## src/rtl/spi_pkg.sv

```systemverilog
`default_nettype none
// +------------------------------------------------------------------+
// | Package  : spi_pkg                                               |
// | Purpose  : Shared types and helpers for the spi_xfer SPI master  |
// | Revision : 1.0                                                   |
// +------------------------------------------------------------------+
package spi_pkg;

  // Transfer controller states
  typedef enum logic [2:0] {
    IDLE      = 3'd0,
    SETUP     = 3'd1,
    SHIFT     = 3'd2,
    HOLD      = 3'd3,
    IDLE_HELD = 3'd4
  } state_e;

  // SPI modes encoded as {CPOL, CPHA}
  localparam logic [1:0] MODE0 = 2'b00;
  localparam logic [1:0] MODE1 = 2'b01;
  localparam logic [1:0] MODE2 = 2'b10;
  localparam logic [1:0] MODE3 = 2'b11;

  // Width of a counter that must reach the value w
  function automatic int cnt_width(input int w);
    return $clog2(w + 1);
  endfunction

endpackage
`default_nettype wire

```

## src/rtl/spi_shifter.sv

```systemverilog
`default_nettype none
// +------------------------------------------------------------------+
// | Module   : spi_shifter                                           |
// | Purpose  : Parallel-load bidirectional shift register; one bit   |
// |            leaves at one end while a new bit enters the other.   |
// | Revision : 1.0                                                   |
// +------------------------------------------------------------------+
module spi_shifter #(
  parameter int WIDTH      = 8,
  parameter bit SHIFT_LEFT = 1'b1
) (
  input  logic             clk,
  input  logic             rst,
  input  logic             load_i,
  input  logic [WIDTH-1:0] load_data_i,
  input  logic             shift_i,
  input  logic             shift_in_i,
  output logic [WIDTH-1:0] data_o,
  output logic             shift_out_o
);

  logic [WIDTH-1:0] data_q;
  logic [WIDTH-1:0] data_d;
  logic [WIDTH-1:0] shifted;

  generate
    if (SHIFT_LEFT) begin : g_left
      assign shifted     = {data_q[WIDTH-2:0], shift_in_i};
      assign shift_out_o = data_q[WIDTH-1];
    end else begin : g_right
      assign shifted     = {shift_in_i, data_q[WIDTH-1:1]};
      assign shift_out_o = data_q[0];
    end
  endgenerate

  // Load has priority over shift; otherwise hold
  always_comb begin
    data_d = data_q;
    if (load_i) begin
      data_d = load_data_i;
    end else if (shift_i) begin
      data_d = shifted;
    end
  end

  // Register update
  always_ff @(posedge clk) begin
    if (rst) begin
      data_q <= '0;
    end else begin
      data_q <= data_d;
    end
  end

  assign data_o = data_q;

endmodule
`default_nettype wire

```

## src/rtl/spi_xfer.sv

```systemverilog
`default_nettype none
// +------------------------------------------------------------------+
// | Module   : spi_xfer                                              |
// | Purpose  : Full-duplex SPI master, any mode, MSB/LSB first,      |
// |            bit rate set by an external half-bit tick.            |
// | Options  : SPI_XFER_CS_HOLD_EN adds cs_hold_i to keep cs_n low   |
// |            between consecutive words.                            |
// | Revision : 1.0                                                   |
// +------------------------------------------------------------------+
module spi_xfer
  import spi_pkg::*;
#(
  parameter int DATA_WIDTH = 8,
  parameter bit CPOL       = 1'b0,
  parameter bit CPHA       = 1'b0,
  parameter bit MSB_FIRST  = 1'b1
) (
  input  logic                  clk,
  input  logic                  rst,
  input  logic                  clk_en_i,
`ifdef SPI_XFER_CS_HOLD_EN
  input  logic                  cs_hold_i,
`endif
  input  logic                  start_i,
  input  logic [DATA_WIDTH-1:0] tx_data_i,
  output logic [DATA_WIDTH-1:0] rx_data_o,
  output logic                  done_o,
  output logic                  busy_o,
  output logic                  sclk_o,
  output logic                  mosi_o,
  input  logic                  miso_i,
  output logic                  cs_n_o
);

  localparam int CW = cnt_width(DATA_WIDTH);
  // Sample count already reached when the final trailing edge occurs
  localparam logic [CW-1:0] LAST_CNT = CPHA ? CW'(DATA_WIDTH - 1) : CW'(DATA_WIDTH);

  state_e                state_q;
  logic                  sclk_q;
  logic                  cs_n_q;
  logic                  mosi_q;
  logic                  done_q;
  logic                  busy_q;
  logic                  phase_q;   // 0 = next edge is leading, 1 = trailing
  logic [CW-1:0]         cnt_q;
  logic [DATA_WIDTH-1:0] rx_data_q;

  logic                  accept;
  logic                  lead_tick;
  logic                  trail_tick;
  logic                  last_trail;
  logic                  sample_tick;
  logic                  drive_tick;
  logic                  first_bit;
  logic [DATA_WIDTH-1:0] sr_data;
  logic                  sr_out;

  // Start is honoured only when idle and never in the done cycle
  assign accept      = start_i && !done_q && ((state_q == IDLE) || (state_q == IDLE_HELD));
  assign lead_tick   = clk_en_i && (state_q == SHIFT) && !phase_q;
  assign trail_tick  = clk_en_i && (state_q == SHIFT) && phase_q;
  assign last_trail  = trail_tick && (cnt_q == LAST_CNT);
  assign sample_tick = CPHA ? trail_tick : lead_tick;
  // The trailing edge after the last sample has no further bit to present
  assign drive_tick  = CPHA ? lead_tick : (trail_tick && !last_trail);
  assign first_bit   = MSB_FIRST ? tx_data_i[DATA_WIDTH-1] : tx_data_i[0];

  // One register carries tx bits out and collects rx bits in
  spi_shifter #(
    .WIDTH      (DATA_WIDTH),
    .SHIFT_LEFT (MSB_FIRST)
  ) u_shifter (
    .clk         (clk),
    .rst         (rst),
    .load_i      (accept),
    .load_data_i (tx_data_i),
    .shift_i     (sample_tick),
    .shift_in_i  (miso_i),
    .data_o      (sr_data),
    .shift_out_o (sr_out)
  );

  // Transfer sequencer with registered SPI and handshake outputs
  always_ff @(posedge clk) begin
    if (rst) begin
      state_q   <= IDLE;
      sclk_q    <= CPOL;
      cs_n_q    <= 1'b1;
      mosi_q    <= 1'b0;
      done_q    <= 1'b0;
      busy_q    <= 1'b0;
      phase_q   <= 1'b0;
      cnt_q     <= '0;
      rx_data_q <= '0;
    end else begin
      done_q <= 1'b0;
      if (sample_tick) begin
        cnt_q <= cnt_q + CW'(1);
      end
      if (drive_tick) begin
        mosi_q <= sr_out;
      end
      case (state_q)
        IDLE, IDLE_HELD: begin
          busy_q <= 1'b0;
          if (accept) begin
            cs_n_q  <= 1'b0;
            busy_q  <= 1'b1;
            cnt_q   <= '0;
            phase_q <= 1'b0;
            if (!CPHA) begin
              mosi_q <= first_bit;
            end
            // cs_n is already low when held, so setup time is already met
            state_q <= (state_q == IDLE_HELD) ? SHIFT : SETUP;
          end
`ifdef SPI_XFER_CS_HOLD_EN
          else if ((state_q == IDLE_HELD) && clk_en_i && !cs_hold_i) begin
            cs_n_q  <= 1'b1;
            state_q <= IDLE;
          end
`endif
        end
        SETUP: begin
          if (clk_en_i) begin
            phase_q <= 1'b0;
            state_q <= SHIFT;
          end
        end
        SHIFT: begin
          if (clk_en_i) begin
            sclk_q  <= ~sclk_q;
            phase_q <= ~phase_q;
            if (last_trail) begin
              state_q <= HOLD;
            end
          end
        end
        HOLD: begin
          if (clk_en_i) begin
            done_q    <= 1'b1;
            rx_data_q <= sr_data;
            mosi_q    <= 1'b0;
`ifdef SPI_XFER_CS_HOLD_EN
            if (cs_hold_i) begin
              state_q <= IDLE_HELD;
            end else begin
              cs_n_q  <= 1'b1;
              state_q <= IDLE;
            end
`else
            cs_n_q  <= 1'b1;
            state_q <= IDLE;
`endif
          end
        end
        default: begin
          state_q <= IDLE;
        end
      endcase
    end
  end

  assign rx_data_o = rx_data_q;
  assign done_o    = done_q;
  assign busy_o    = busy_q;
  assign sclk_o    = sclk_q;
  assign mosi_o    = mosi_q;
  assign cs_n_o    = cs_n_q;

endmodule
`default_nettype wire
```

## config.mk

```make
export PLATFORM = sky130hd
export DESIGN_NAME = spi_xfer
export DESIGN_NICKNAME = d
export VERILOG_FILES = /design/src/rtl/spi_pkg.sv /design/src/rtl/spi_shifter.sv /design/src/rtl/spi_xfer.sv
export SDC_FILE = /design/constraint.sdc
export NUM_CORES = 1
export LEC_CHECK = 0
export ABC_AREA = 1
export BUFFER_PORTS_ARGS = -buffer_cell sky130_fd_sc_hd__clkbuf_2
export CORE_ASPECT_RATIO = 0.7
export CORE_UTILIZATION = 47
export DETAILED_ROUTE_END_ITERATION = 10
export PLACE_DENSITY = 0.76
export SLEW_MARGIN = 10
export SYNTH_ARGS = -nofsm -noshare
export SYNTH_HDL_FRONTEND = slang
export SYNTH_SLANG_ARGS = --single-unit
export TNS_END_PERCENT = 100
```

## constraint.sdc

```tcl
create_clock -name clk -period 1.3 [get_ports clk]
set_input_delay 0.26 -clock clk [delete_from_list [all_inputs] [get_ports clk]]
set_output_delay 0.26 -clock clk [all_outputs]
set_load 0.03 [all_outputs]
```

# After elaboration in Yosys (flattened, before gate mapping)
# Cells that the tools add are included.
[classes] add_sub_neg=1 n_eq_ne=10 mux=24 bitwise=3 reduce_logical=22
[ops] cell="$mux W8" n=2
[ops] cell="$mux W3" n=5
[ops] cell="$mux W4" n=3
[ops] cell="$pmux W3 S4" n=1
[ops] cell="$ne A2 B2 Y1 const B" n=5
[ops] cell="$mux W1" n=9
[ops] cell="$logic_and A1 B1 Y1" n=7
[ops] cell="$eq A3 B2 Y1 const B" n=2
[ops] cell="$reduce_and A5 Y1" n=1
[ops] cell="$add A4 B1 Y4 const B" n=1
[ops] cell="$eq A4 B4 Y1 const B" n=1
[ops] cell="$pmux W1 S2" n=2
[ops] cell="$reduce_and A2 Y1" n=2
[ops] cell="$reduce_and A4 Y1" n=1
[ops] cell="$reduce_bool A2 Y1" n=2
[ops] cell="$reduce_or A2 Y1" n=2
[ops] cell="$eq A3 B1 Y1 const B" n=1
[ops] cell="$eq A3 B3 Y1 const B" n=1
[ops] cell="$logic_not A1 Y1" n=3
[ops] cell="$logic_not A3 Y1" n=1
[ops] cell="$not A1 Y1" n=3
[ops] cell="$pmux W1 S3" n=1
[ops] cell="$reduce_and A3 Y1" n=1
[ops] cell="$reduce_bool A3 Y1" n=1
[ops] cell="2 further kinds" n=2
[totals] regBits=29 in_bits=13 output_inout_bits=13

# Longest topological paths before layout
# Gate-level depths: netlist of run 1.
[depth] ltp_word=9 mapped_depth=10 ltp_nobuf=10

# By module
# From an unflattened synthesis of run 1, not the netlist that was laid out.
[unflattened] cells_unflattened=192 area_unflattened_um2=1341.3
[modules_own_cells] mod="spi_xfer" instances=1 cells_each=128 area_each_um2=922.1
[modules_own_cells] mod="spi_shifter" instances=1 cells_each=64 area_each_um2=419.2

# Least setup slack after synthesis of run 1
# No wires, ideal clock.
[synth_timing] kind="flip-flop to flip-flop" start="register state_q[0]" end="register state_q[0]" arrival_ns=1.192 t_required_ns=1.166 slack_ns=-0.026 stages_incl_launch_ff=9 n_path_buf=0 period_less_slack_ns=1.326 cell_sequence="dfxtp_1 inv_1 ha_1 nor2_1 a21oi_1 nor2_1 nand2_1 nand2_1 a21oi_1"
[synth_via] elab_chain_len=6
[synth_lines] item="from (decl)" line="spi_xfer.sv:39" rtl="state_e state_q;"
[synth_lines] item="from (signal assigned)" line="spi_xfer.sv:116" rtl="state_q <= (state_q == IDLE_HELD) ? SHIFT : SETUP;"
[synth_lines] item="$eq A3 B2 Y1" line="spi_xfer.sv:62, spi_xfer.sv:104"
[synth_lines] item="$logic_and A1 B1 Y1 (2 in series)" line="spi_xfer.sv:62" rtl="assign trail_tick = clk_en_i && (state_q == SHIFT) && phase_q;"
[synth_lines] item="$logic_and A1 B1 Y1" line="spi_xfer.sv:63" rtl="assign last_trail = trail_tick && (cnt_q == LAST_CNT);"
[synth_lines] item="$ne A2 B2 Y1 (no line)"
[synth_lines] item="$reduce_and A5 Y1 (no line)"
# Several ways; a longest one is shown, not always the timed one. The select of a mux whose other input is x is not followed.
# A chain may end at the register's enable or synchronous reset.

# Worst setup path after layout of run 1
[layout_timing] start="register state_q[1]" end="register u_shifter.data_q[3] (netlist: u_shifter.data_o[3])"
[layout_via] elab_chain_len=4
[layout_lines] item="$eq A3 B3 Y1 (tied with other cells)" line="spi_xfer.sv:60" rtl="assign accept = start_i && !done_q && ((state_q == IDLE) || (state_q == IDLE_HELD));"
[layout_lines] item="$logic_or A1 B1 Y1 or $logic_and A1 B1 Y1 (tied branches)" line="spi_xfer.sv:60, spi_xfer.sv:61"
[layout_lines] item="$logic_and A1 B1 Y1, on equally long branches" line="spi_xfer.sv:60, spi_xfer.sv:61"
[layout_lines] item="$mux W8 or $reduce_bool A2 Y1 (tied branches)"
[layout_lines] item="to (signal assigned)" line="spi_shifter.sv:51" rtl="data_q <= data_d;"
[layout_lines] item="to (decl)" line="spi_shifter.sv:22" rtl="logic [WIDTH-1:0] data_q;"
# Several ways; a longest one is shown, not always the timed one.

==> results of run 1 <==
==> per-stage QoR <==
stage | hold WS, ns | setup slack, ns
2_1_floorplan | 0.329 | 0.0100
3_3_place_gp | 0.463 | -0.0144
3_5_place_dp | 0.475 | -0.0824
4_1_cts | 0.233 | -0.0586
5_1_grt | 0.246 | -0.117
6_report | 0.237 | -0.0606
==> cells by family after synthesis <==
family          synth area share (%)
compound gates                  19.2
buf+inv                         6.69
xor+xnor                        1.40
simple gates                    22.1
fa+ha+maj                       5.99
flops                           44.7
==> layout make-up <==
class                      instances  area [um^2]  share of cell area [%]
clock buffer                       3         41.3                    2.32
tap                               34         42.5                    2.39
sequential                        28          568                    31.9
timing repair buffer              41          256                    14.4
clock inverter                     1         30.0                    1.69
multi-input combinational        112          748                    42.0
inverter                          20         93.8                    5.27
==> power groups by stage <==
stage               clock [W]  sequential [W]  combinational [W]
global placement            0         0.00115            0.00111
CTS                  0.000694         0.00117            0.00132
finish               0.000687         0.00118            0.00159
floorplan                   0         0.00123           0.000684
detailed placement          0         0.00116            0.00115
global route         0.000727         0.00120            0.00170
==> synthesized netlist by cell type, drive strengths merged <==
master,instances,area (um^2)
dfxtp,28,561
clkbuf,2,7.51
xor2,2,17.5
o211ai,2,15.0
a21oi,15,82.6
or2,1,6.26
nand4,1,6.26
a22oi,2,15.0
ha,6,75.1
inv,18,67.6
nand2,26,113
nand3,6,35.0
o21ai,21,109
nor2,27,116
clkinv,2,8.75
a31oi,3,18.8
==> critical path: cells and delay by family, from the launching register on <==
kind            cells  cell delay (ns)
fa+ha+maj           1             0.17
compound gates      2             0.18
simple gates        2             0.39
flops               1             0.41
buf+inv             2             0.12
==> metal layers <==
layer	vias up	share of wire, %
li1	615	-
met4	0	2.0
met5	-	0
met3	11	7.1
met1	602	39
met2	48	52
==> timing repair <==
item / in CTS / in global routing
buffers inserted: 2 / 2
endpoints found under the setup margin: 16 / 21
pin swaps: 6 / 9
resized for setup: 24 / 35
==> worst min path at each step <==
stage / from / endpoint / slack, ns / depth (start not counted)
3_3_place_gp: rx_data_o[3] / rx_data_o[3] / 0.46 / 2
3_5_place_dp: rx_data_o[6] / rx_data_o[6] / 0.48 / 2
5_1_grt: tx_data_i[0] / u_shifter.data_o[0] / 0.25 / 3
6_report: miso_i / u_shifter.data_o[0] / 0.24 / 3
2_1_floorplan: rst / u_shifter.data_o[6] / 0.33 / 1
4_1_cts: miso_i / u_shifter.data_o[0] / 0.23 / 3
==> sequential cells by signal (all words and copies together) (netlist names) <==
signal	count
state_q	2
cs_n_o	1
u_shifter.data_o	8
done_o	1
rx_data_o	8
sclk_o	1
mosi_o	1
busy_o	1
phase_q	1
cnt_q	4
==> metrics.csv, run 1 <==
stage,metric,value,unit
synthesis,synth_area,0.00125,mm^2
die,core-area,0.00250,mm^2
setup_path,worstPathRequired,1.48,ns
routing,dr.first_iter.drc_count,84,
setup_path,cpMostUsedCell,inv_4,
place,numPortBuffers,25,
global_route,gr-total-overflow,0,
die,ios,26,
routing,drtPass1Iterations,4,
status,violations,setup timing,
setup_path,critPathLaunch,state_q[1],
finish,area_delta_synth_final,42.0,%
global_route,busiest_layer,met2,
clocking,clkTransAtPathRegs,0.10,ns
job,maxCapViolations,0,
power_and_ir_drop,p_comb_share,45.9,%
sta,fin_setup_tns,-0.437,ns
sta,grt_setup_unrepaired,yes,
setup_path,crit_path_top_delay_cell,dfxtp_4,
finish,nets,225,
finish,diodes,0,
setup_path,slowest_delay,0.41,ns
power_and_ir_drop,swShare,39.1,%
die,dieHeight,45.2,um
setup_path,rr_startpoint,state_q[1],
hold_path,hp-class,input pin to flop,
finish,fin_cells,239,
clocking,ctsHoldBuffers,0,
global_route,grt_usage,23.1,%
finish,fill_cells,194,
synthesis,synth_cell_types,25,
routing,vias_per_cell,5.34,
global_route,grt_pass1_wl,4.96,mm
sta,min_period_over_period,105,%
setup_path,endpoint,u_shifter.data_o[3],
global_route,met3_usage,6.06,%
clocking,clkLatencyLatePin,0.28,ns
setup_path,end_kind,flop,
routing,routedWlPerCell,14.3,um
die,die_w,63.7,um
power_and_ir_drop,p_switching,0.00135,W
power_and_ir_drop,p_leak,0.750,nW
setup_path,reg2reg_to,u_shifter.data_o[3],
clocking,cts.sink_count,28,
sta,drv_slew,0,
global_route,grt_pass1_vias,1087,
finish,layout_commonest_cell,clkbuf_2,
setup_path,reg2reg_depth,7,
routing,ant_nets,0,
clocking,numCtsBuffers,3,
clocking,cts_root_buf,clkbuf_8,
sta,fin_skew,0.00850,ns
setup_path,critical_path_class,flop to flop,
sta,worst_slack,-0.0606,ns
setup_path,path_max_fanout,6,
power_and_ir_drop,power_density,1940,mW/mm^2
setup_path,crit_path_start_kind,flop,
power_and_ir_drop,power,0.00345,W
power_and_ir_drop,power.share.clock,19.9,%
finish,drive_gt1_share,46.8,%
sta,fmaxAchievable,0.735,GHz
power_and_ir_drop,p_seq_share,34.2,%
synthesis,syn_avg_cell_area,7.74,um^2
place,post_dp_cell_area,0.00152,mm^2
finish,finish.utilization,71.3,%
synthesis,synth-seq-area-share,44.7,%
setup_path,cp.arrival,1.54,ns
finish,layout_common_cells,"clkbuf_2, dfxtp_1, nor2_1",
synthesis,synth_nets,181,
die,die-area,0.00288,mm^2
status,outcome,finished with violations,
sta,finalCriticalPeriod,1.36,ns
clocking,cts_tree,built,
place,place_congestion,0.859,
die,placementRows,15,
global_route,antenna_found_initial,0,
routing,routed_wl,3.42,mm
place,dp_cells,231,
sta,hold_violations,0,
setup_path,worstPathCellList,inv_4 > ha_4 > nand3_4 > inv_4 > or2_1 > o21ai_1 > a21oi_1,
global_route,grtUsageMet1,28.4,%
sta,setup_viol,13,
sta,worstMarginPinSlew,0.324,ns
die,initial_core_util,50.2,%
synthesis,synthCells,162,
global_route,grtUsageMet2,39.6,%
global_route,grt_max_degree,17,
setup_path,r2r_slack,-0.06,ns
routing,post-route-drc-count,0,
finish,final_area,0.00178,mm^2
place,dpl.hpwl,2.26,mm
synthesis,synth_seq_cells,28,
synthesis,synth_warnings,0,
clocking,ctsLongestPathBuffers,2,
power_and_ir_drop,ir_worst_vdd,0.917,mV
routing,dr_total_vias,1276,
power_and_ir_drop,internal_power,0.00210,W
clocking,htreeDepth,1,
sta,worst_slew_margin_rel,78.2,%
No activity file was read; power rests on OpenSTA's default activity.
==> run 2: changes to the inputs <==
--- a/config.mk
+++ b/config.mk
@@ -7,10 +7,13 @@
 export LEC_CHECK = 0
 export ABC_AREA = 1
 export BUFFER_PORTS_ARGS = -buffer_cell sky130_fd_sc_hd__clkbuf_2
+export CELL_PAD_IN_SITES_DETAIL_PLACEMENT = 0
+export CELL_PAD_IN_SITES_GLOBAL_PLACEMENT = 1
 export CORE_ASPECT_RATIO = 0.7
-export CORE_UTILIZATION = 47
+export CORE_UTILIZATION = 34
 export DETAILED_ROUTE_END_ITERATION = 10
-export PLACE_DENSITY = 0.76
+export PLACE_DENSITY = 0.83
+export SKIP_CTS_REPAIR_TIMING = 1
 export SLEW_MARGIN = 10
 export SYNTH_ARGS = -nofsm -noshare
 export SYNTH_HDL_FRONTEND = slang
==> metrics.csv, run 2 (same netlist as run 1, synthesis figures left out) <==
stage,metric,value,unit
setup_path,slowest_delay,0.34,ns
setup_path,r2r_slack,-0.02,ns
finish,area_delta_synth_final,37.9,%
job,maxCapViolations,0,
clocking,cts_root_buf,clkbuf_8,
setup_path,path_max_fanout,3,
sta,worst_slack,-0.0205,ns
routing,post-route-drc-count,0,
setup_path,worstPathCellList,inv_4 > ha_4 > nand2_4 > nor2_4 > buf_4 > nand4_1 > xor2_1 > nor2_1,
die,core-area,0.00351,mm^2
place,dpl_worst_slack,-0.0670,ns
setup_path,cp_top_family,simple AND/OR/NAND/NOR gates,
global_route,grt_usage,15.8,%
status,violations,setup timing,
power_and_ir_drop,power_density,1790,mW/mm^2
global_route,antenna_found_initial,0,
finish,layout_common_cells,"dfxtp_1, clkbuf_2, nor2_1",
setup_path,worstPathRequired,1.48,ns
die,dieHeight,52.8,um
place,place_congestion,0.795,
global_route,grt_pass1_wl,4.57,mm
status,outcome,finished with violations,
sta,fin_skew,0.00190,ns
sta,drv_slew,0,
clocking,clkTransAtPathRegs,0.09,ns
sta,grt_setup_unrepaired,yes,
routing,dr_total_vias,1190,
setup_path,cp.arrival,1.50,ns
setup_path,path_depth,8,
die,ios,26,
sta,setup_viol,7,
sta,min_period_over_period,102,%
finish,finish.utilization,49.2,%
clocking,numCtsBuffers,3,
routing,routedWlPerCell,11.5,um
global_route,gr-total-overflow,0,
clocking,clkLatencyLatePin,0.27,ns
routing,drtPass1Iterations,4,
sta,worstMarginPinSlew,0.228,ns
setup_path,critPathLaunch,state_q[0],
setup_path,reg2reg_depth,8,
power_and_ir_drop,ir_worst_vdd,1.08,mV
finish,layout_commonest_cell,dfxtp_1,
routing,routed_wl,2.97,mm
power_and_ir_drop,power,0.00309,W
finish,nets,227,
global_route,grt_max_degree,16,
sta,hold_violations,0,
power_and_ir_drop,p_leak,0.744,nW
finish,drive_gt1_share,38.6,%
clocking,cts_tree,built,
setup_path,reg2reg_to,cnt_q[3],
die,initial_core_util,35.7,%
setup_path,end_kind,flop,
setup_path,endpoint,cnt_q[3],
die,placementRows,18,
place,numPortBuffers,25,
global_route,grt_pass1_vias,959,
hold_path,hp-class,input pin to flop,
setup_path,critical_path_class,flop to flop,
clocking,ctsLongestPathBuffers,2,
die,die_w,74.6,um
sta,finalCriticalPeriod,1.32,ns
clocking,htreeDepth,1,
setup_path,crit_path_top_delay_cell,dfxtp_2,
place,dpl.hpwl,2.25,mm
sta,worst_slew_margin_rel,84.7,%
routing,ant_nets,0,
routing,vias_per_cell,4.63,
sta,fmaxAchievable,0.757,GHz
finish,fill_cells,357,
setup_path,crit_path_start_kind,flop,
setup_path,rr_startpoint,state_q[0],
setup_path,cp_num_buf_inv,2,
finish,diodes,0,
die,die-area,0.00394,mm^2
clocking,cts.sink_count,28,
routing,dr.first_iter.drc_count,67,
==> run 2: cell types whose count changed in the layout (fill, tap and decap cells not counted), sizes merged <==
cell / delta
clkbuf: +1
inv: +1
bufinv: -1
buf: +2
clkinv: -1
==> run 2: worst min-delay path: stages <==
cell	delay, ns
clkbuf_2	0.08
nand2_1	0.05
a31oi_1	0.08
==> run 2: how the worst min path moves through the flow <==
stage,start,endpoint,depth (start not counted)
after global placement,rx_data_o[1],rx_data_o[1],2
after detailed placement,u_shifter.data_o[5],u_shifter.data_o[5],2
after CTS,tx_data_i[6],u_shifter.data_o[6],3
after global routing,tx_data_i[0],u_shifter.data_o[0],3
final,tx_data_i[0],u_shifter.data_o[0],3
after floorplan,rst,u_shifter.data_o[6],1
==> run 2: area by class of cell <==
cell class / count / area (um^2) / share of cell area (%)
inverters: 20 / 81.3 / 4.70
clock buffers: 4 / 55.1 / 3.18
multi-input cells: 112 / 688 / 39.8
flip-flops and latches: 28 / 566 / 32.7
repair buffers: 43 / 277 / 16.0
well taps: 50 / 62.6 / 3.62
==> run 2: per-stage QoR <==
stage / cells / area (um^2) / hold slack, ns / setup TNS [ns]
after floorplan: 162 / 1270 / 0.329 / 0
after global placement: 251 / 1580 / 0.464 / -0.296
after detailed placement: 251 / 1580 / 0.472 / -0.623
after CTS: 255 / 1630 / 0.239 / -0.947
after global routing: 257 / 1730 / 0.249 / -1.21
final: 257 / 1730 / 0.241 / -0.123
==> run 2: routing by layer <==
metal	share of wire (%)	GRT usage, %	up-vias
li1	-	-	626
met5	0	0	-
met1	56	25.6	533
met3	4.9	5.00	2
met2	39	19.2	29
met4	0.34	2.83	0
==> run 2: where the power goes <==
group / internal, W / switching [W]
Clock: 0.000271 / 0.000268
Sequential: 0.00103 / 0.000129
Combinational: 0.000600 / 0.000798
==> run 3: changes to the inputs <==
--- a/config.mk
+++ b/config.mk
@@ -7,6 +7,7 @@
 export LEC_CHECK = 0
 export ABC_AREA = 1
 export BUFFER_PORTS_ARGS = -buffer_cell sky130_fd_sc_hd__clkbuf_2
+export CAP_MARGIN = 20
 export CELL_PAD_IN_SITES_DETAIL_PLACEMENT = 0
 export CELL_PAD_IN_SITES_GLOBAL_PLACEMENT = 1
 export CORE_ASPECT_RATIO = 0.7
@@ -17,5 +18,6 @@
 export SLEW_MARGIN = 10
 export SYNTH_ARGS = -nofsm -noshare
 export SYNTH_HDL_FRONTEND = slang
+export SYNTH_HIERARCHICAL = 1
 export SYNTH_SLANG_ARGS = --single-unit
 export TNS_END_PERCENT = 100
==> constraint.sdc (replaced) <==
create_clock -name clk -period 1.3 [get_ports clk]
set_input_delay 0.26 -clock clk [delete_from_list [all_inputs] [get_ports clk]]
set_output_delay 0.26 -clock clk [all_outputs]
set_load 0.02 [all_outputs]
==> metrics.csv, run 3 <==
stage,metric,value,unit
sta,fin_skew,0.00208,ns
synthesis,synth_top_area_share,41.8,%
finish,nets,255,
synthesis,synthCells,192,
power_and_ir_drop,power_density,1800,mW/mm^2
setup_path,r2r_slack,-0.05,ns
sta,grt_setup_unrepaired,yes,
power_and_ir_drop,ir_worst_vdd,1.09,mV
synthesis,async_flop_share,0,%
setup_path,rr_startpoint,state_q[0],
hold_path,hp-class,input pin to flop,
die,core-area,0.00365,mm^2
synthesis,synth_top_cells_by_area,"dfxtp_1, nand2_1, nor2_1, inv_1, nand3_1",
synthesis,synth-seq-area-share,41.8,%
setup_path,cp_top_family,simple AND/OR/NAND/NOR gates,
sta,worstMarginPinSlew,0.218,ns
synthesis,synth_nets,211,
clocking,htreeDepth,1,
setup_path,path_depth,10,
die,ios,26,
synthesis,synth_area,0.00134,mm^2
job,maxCapViolations,0,
clocking,clkLatencyLatePin,0.27,ns
routing,dr.first_iter.drc_count,25,
clocking,clkTransAtPathRegs,0.10,ns
finish,regArea,568,um^2
sta,worst_slack,-0.0474,ns
setup_path,critical_path_class,flop to flop,
finish,area_delta_synth_final,38.3,%
place,place_congestion,0.778,
sta,drv_slew,0,
setup_path,path_max_fanout,11,
clocking,cts_tree,built,
die,dieHeight,54.6,um
clocking,ctsLongestPathBuffers,2,
clocking,cts_root_buf,clkbuf_8,
place,dpl.hpwl,2.33,mm
status,outcome,finished with violations,
setup_path,reg2reg_to,u_shifter/data_o[0],
finish,diodes,0,
global_route,grt_pass1_wl,5.37,mm
routing,post-route-drc-count,0,
setup_path,crit_path_start_kind,flop,
setup_path,endpoint,u_shifter/data_o[0],
power_and_ir_drop,power,0.00334,W
die,placementRows,18,
place,numPortBuffers,25,
sta,setup_viol,10,
setup_path,worstPathCellList,inv_4 > ha_4 > nand2_4 > nor2_4 > buf_12 > nor2_8 > nand2_1 > nand3_1 > nand2_1 > inv_1,
synthesis,synth_edf_count,0,
setup_path,cp_num_buf_inv,3,
setup_path,worstPathRequired,1.53,ns
die,die_w,77.1,um
global_route,gr-total-overflow,0,
routing,routedWlPerCell,11.1,um
setup_path,reg2reg_depth,10,
synthesis,synth_cell_types,21,
clocking,cts.sink_count,28,
finish,layout_common_cells,"nand2_1, nor2_1, dfxtp_1",
finish,drive_gt1_share,34.9,%
global_route,grt_usage,16.6,%
clocking,numCtsBuffers,3,
synthesis,synth_warnings,6,
setup_path,slowest_delay,0.38,ns
setup_path,end_kind,flop,
setup_path,crit_path_top_delay_cell,dfxtp_4,
synthesis,synth_seq_cells,28,
sta,whs,0.263,ns
synthesis,syn_avg_cell_area,6.99,um^2
place,dp_cells,279,
synthesis,ys_top_cells_by_count,"nand2_1, nor2_1, dfxtp_1",
routing,vias_per_cell,4.40,
die,initial_core_util,36.8,%
routing,routed_wl,3.18,mm
sta,hold_violations,0,
finish,layout_commonest_cell,nand2_1,
setup_path,cpMostUsedCell,nand2_1,
synthesis,synth-main-ff-cell,dfxtp_1,
die,die-area,0.00420,mm^2
global_route,grt_max_degree,17,
global_route,grt_pass1_vias,1175,
routing,ant_nets,0,
power_and_ir_drop,p_leak,0.924,nW
sta,worst_slew_margin_rel,85.5,%
status,violations,setup timing,
finish,fin_cells,285,
routing,drtPass1Iterations,4,
synthesis,yosysMostFrequentCell,nand2_1,
sta,min_period_over_period,104,%
synthesis,synth_top_area_cell,dfxtp_1,
finish,multi_input_area,754,um^2
setup_path,critPathLaunch,state_q[0],
finish,fill_cells,370,
sta,fmaxAchievable,0.742,GHz
global_route,antenna_found_initial,0,
place,dpl_worst_slack,-0.0892,ns
setup_path,cp.arrival,1.57,ns
routing,dr_total_vias,1254,
sta,finalCriticalPeriod,1.35,ns
-- run 3: changes by cell type in the layout (fill, tap and decap cells not counted), sizes merged, moves of 2 or more --
cell,previous run,this run
nand2,26,48
nand3,6,18
o21ai,21,12
inv,19,27
a21oi,15,8
nor2,27,32
a22oi,2,0
a31oi,3,1
nand3b,0,2
o211ai,2,0
-- run 3: stage by stage --
| step | util, % | instance area (um^2) | TNS [ns] |
|---|---|---|---|
| finish | 50.9 | 1860 | -0.319 |
| global route | 50.9 | 1860 | -1.47 |
| CTS | 47.9 | 1750 | -1.06 |
| detailed placement | 46.0 | 1680 | -0.683 |
| global placement | 46.0 | 1680 | -0.291 |
| floorplan | - | 1370 | 0 |
-- run 3: cells by family after synthesis --
| group | Yosys count | share of synthesized area (%) |
|---|---|---|
| AOI/OAI and AO/OA | 21 | 7.93 |
| xor gates and xnor gates | 2 | 1.31 |
| adders and majority gates | 6 | 5.60 |
| buffers and inverters | 32 | 10.1 |
| DFF | 28 | 41.8 |
| and+or+nand+nor | 103 | 33.3 |
-- run 3: worst register-to-register path, cell delays in order (launching register included) --
cell,delay [ns]
dfxtp_4,0.38
inv_4,0.05
ha_4,0.18
nand2_4,0.08
nor2_4,0.05
buf_12,0.14
nor2_8,0.19
nand2_1,0.08
nand3_1,0.07
nand2_1,0.05
inv_1,0.05
-- run 3: how the worst min path moves through the flow --
stage | from | endpoint | slack [ns] | cells after the start
after floorplan | rst | mosi_o | 0.33 | 1
after CTS | tx_data_i[7] | mosi_o | 0.26 | 3
after global placement | rx_data_o[7] | rx_data_o[7] | 0.46 | 2
after global routing | rst | u_shifter/data_o[4] | 0.28 | 2
final | tx_data_i[7] | mosi_o | 0.26 | 3
after detailed placement | rx_data_o[0] | rx_data_o[0] | 0.47 | 2
-- run 3: layer usage --
| layer | global-route usage (%) | part of all wire (%) | vias to the layer above |
|---|---|---|---|
| met4 | 3.77 | 0.66 | 0 |
| li1 | - | - | 687 |
| met2 | 24.4 | 38 | 27 |
| met1 | 24.7 | 57 | 538 |
| met3 | 3.50 | 4.2 | 2 |
| met5 | 0 | 0 | - |
-- run 3: final cells by class --
| class | instances | area share (%) |
|---|---|---|
| clock buffer | 3 | 2.23 |
| clock inverter | 1 | 1.62 |
| tap | 50 | 3.37 |
| timing repair buffer | 44 | 15.8 |
| multi-input combinational | 132 | 40.7 |
| sequential | 28 | 30.6 |
| inverter | 27 | 5.73 |
-- run 3: power breakdown --
group	internal [W]	leakage [nW]	switching (W)
registers	0.00104	0.230	0.000150
clock network	0.000412	0.0357	0.000272
logic	0.000652	0.658	0.000813
total	0.00211	0.924	0.00123
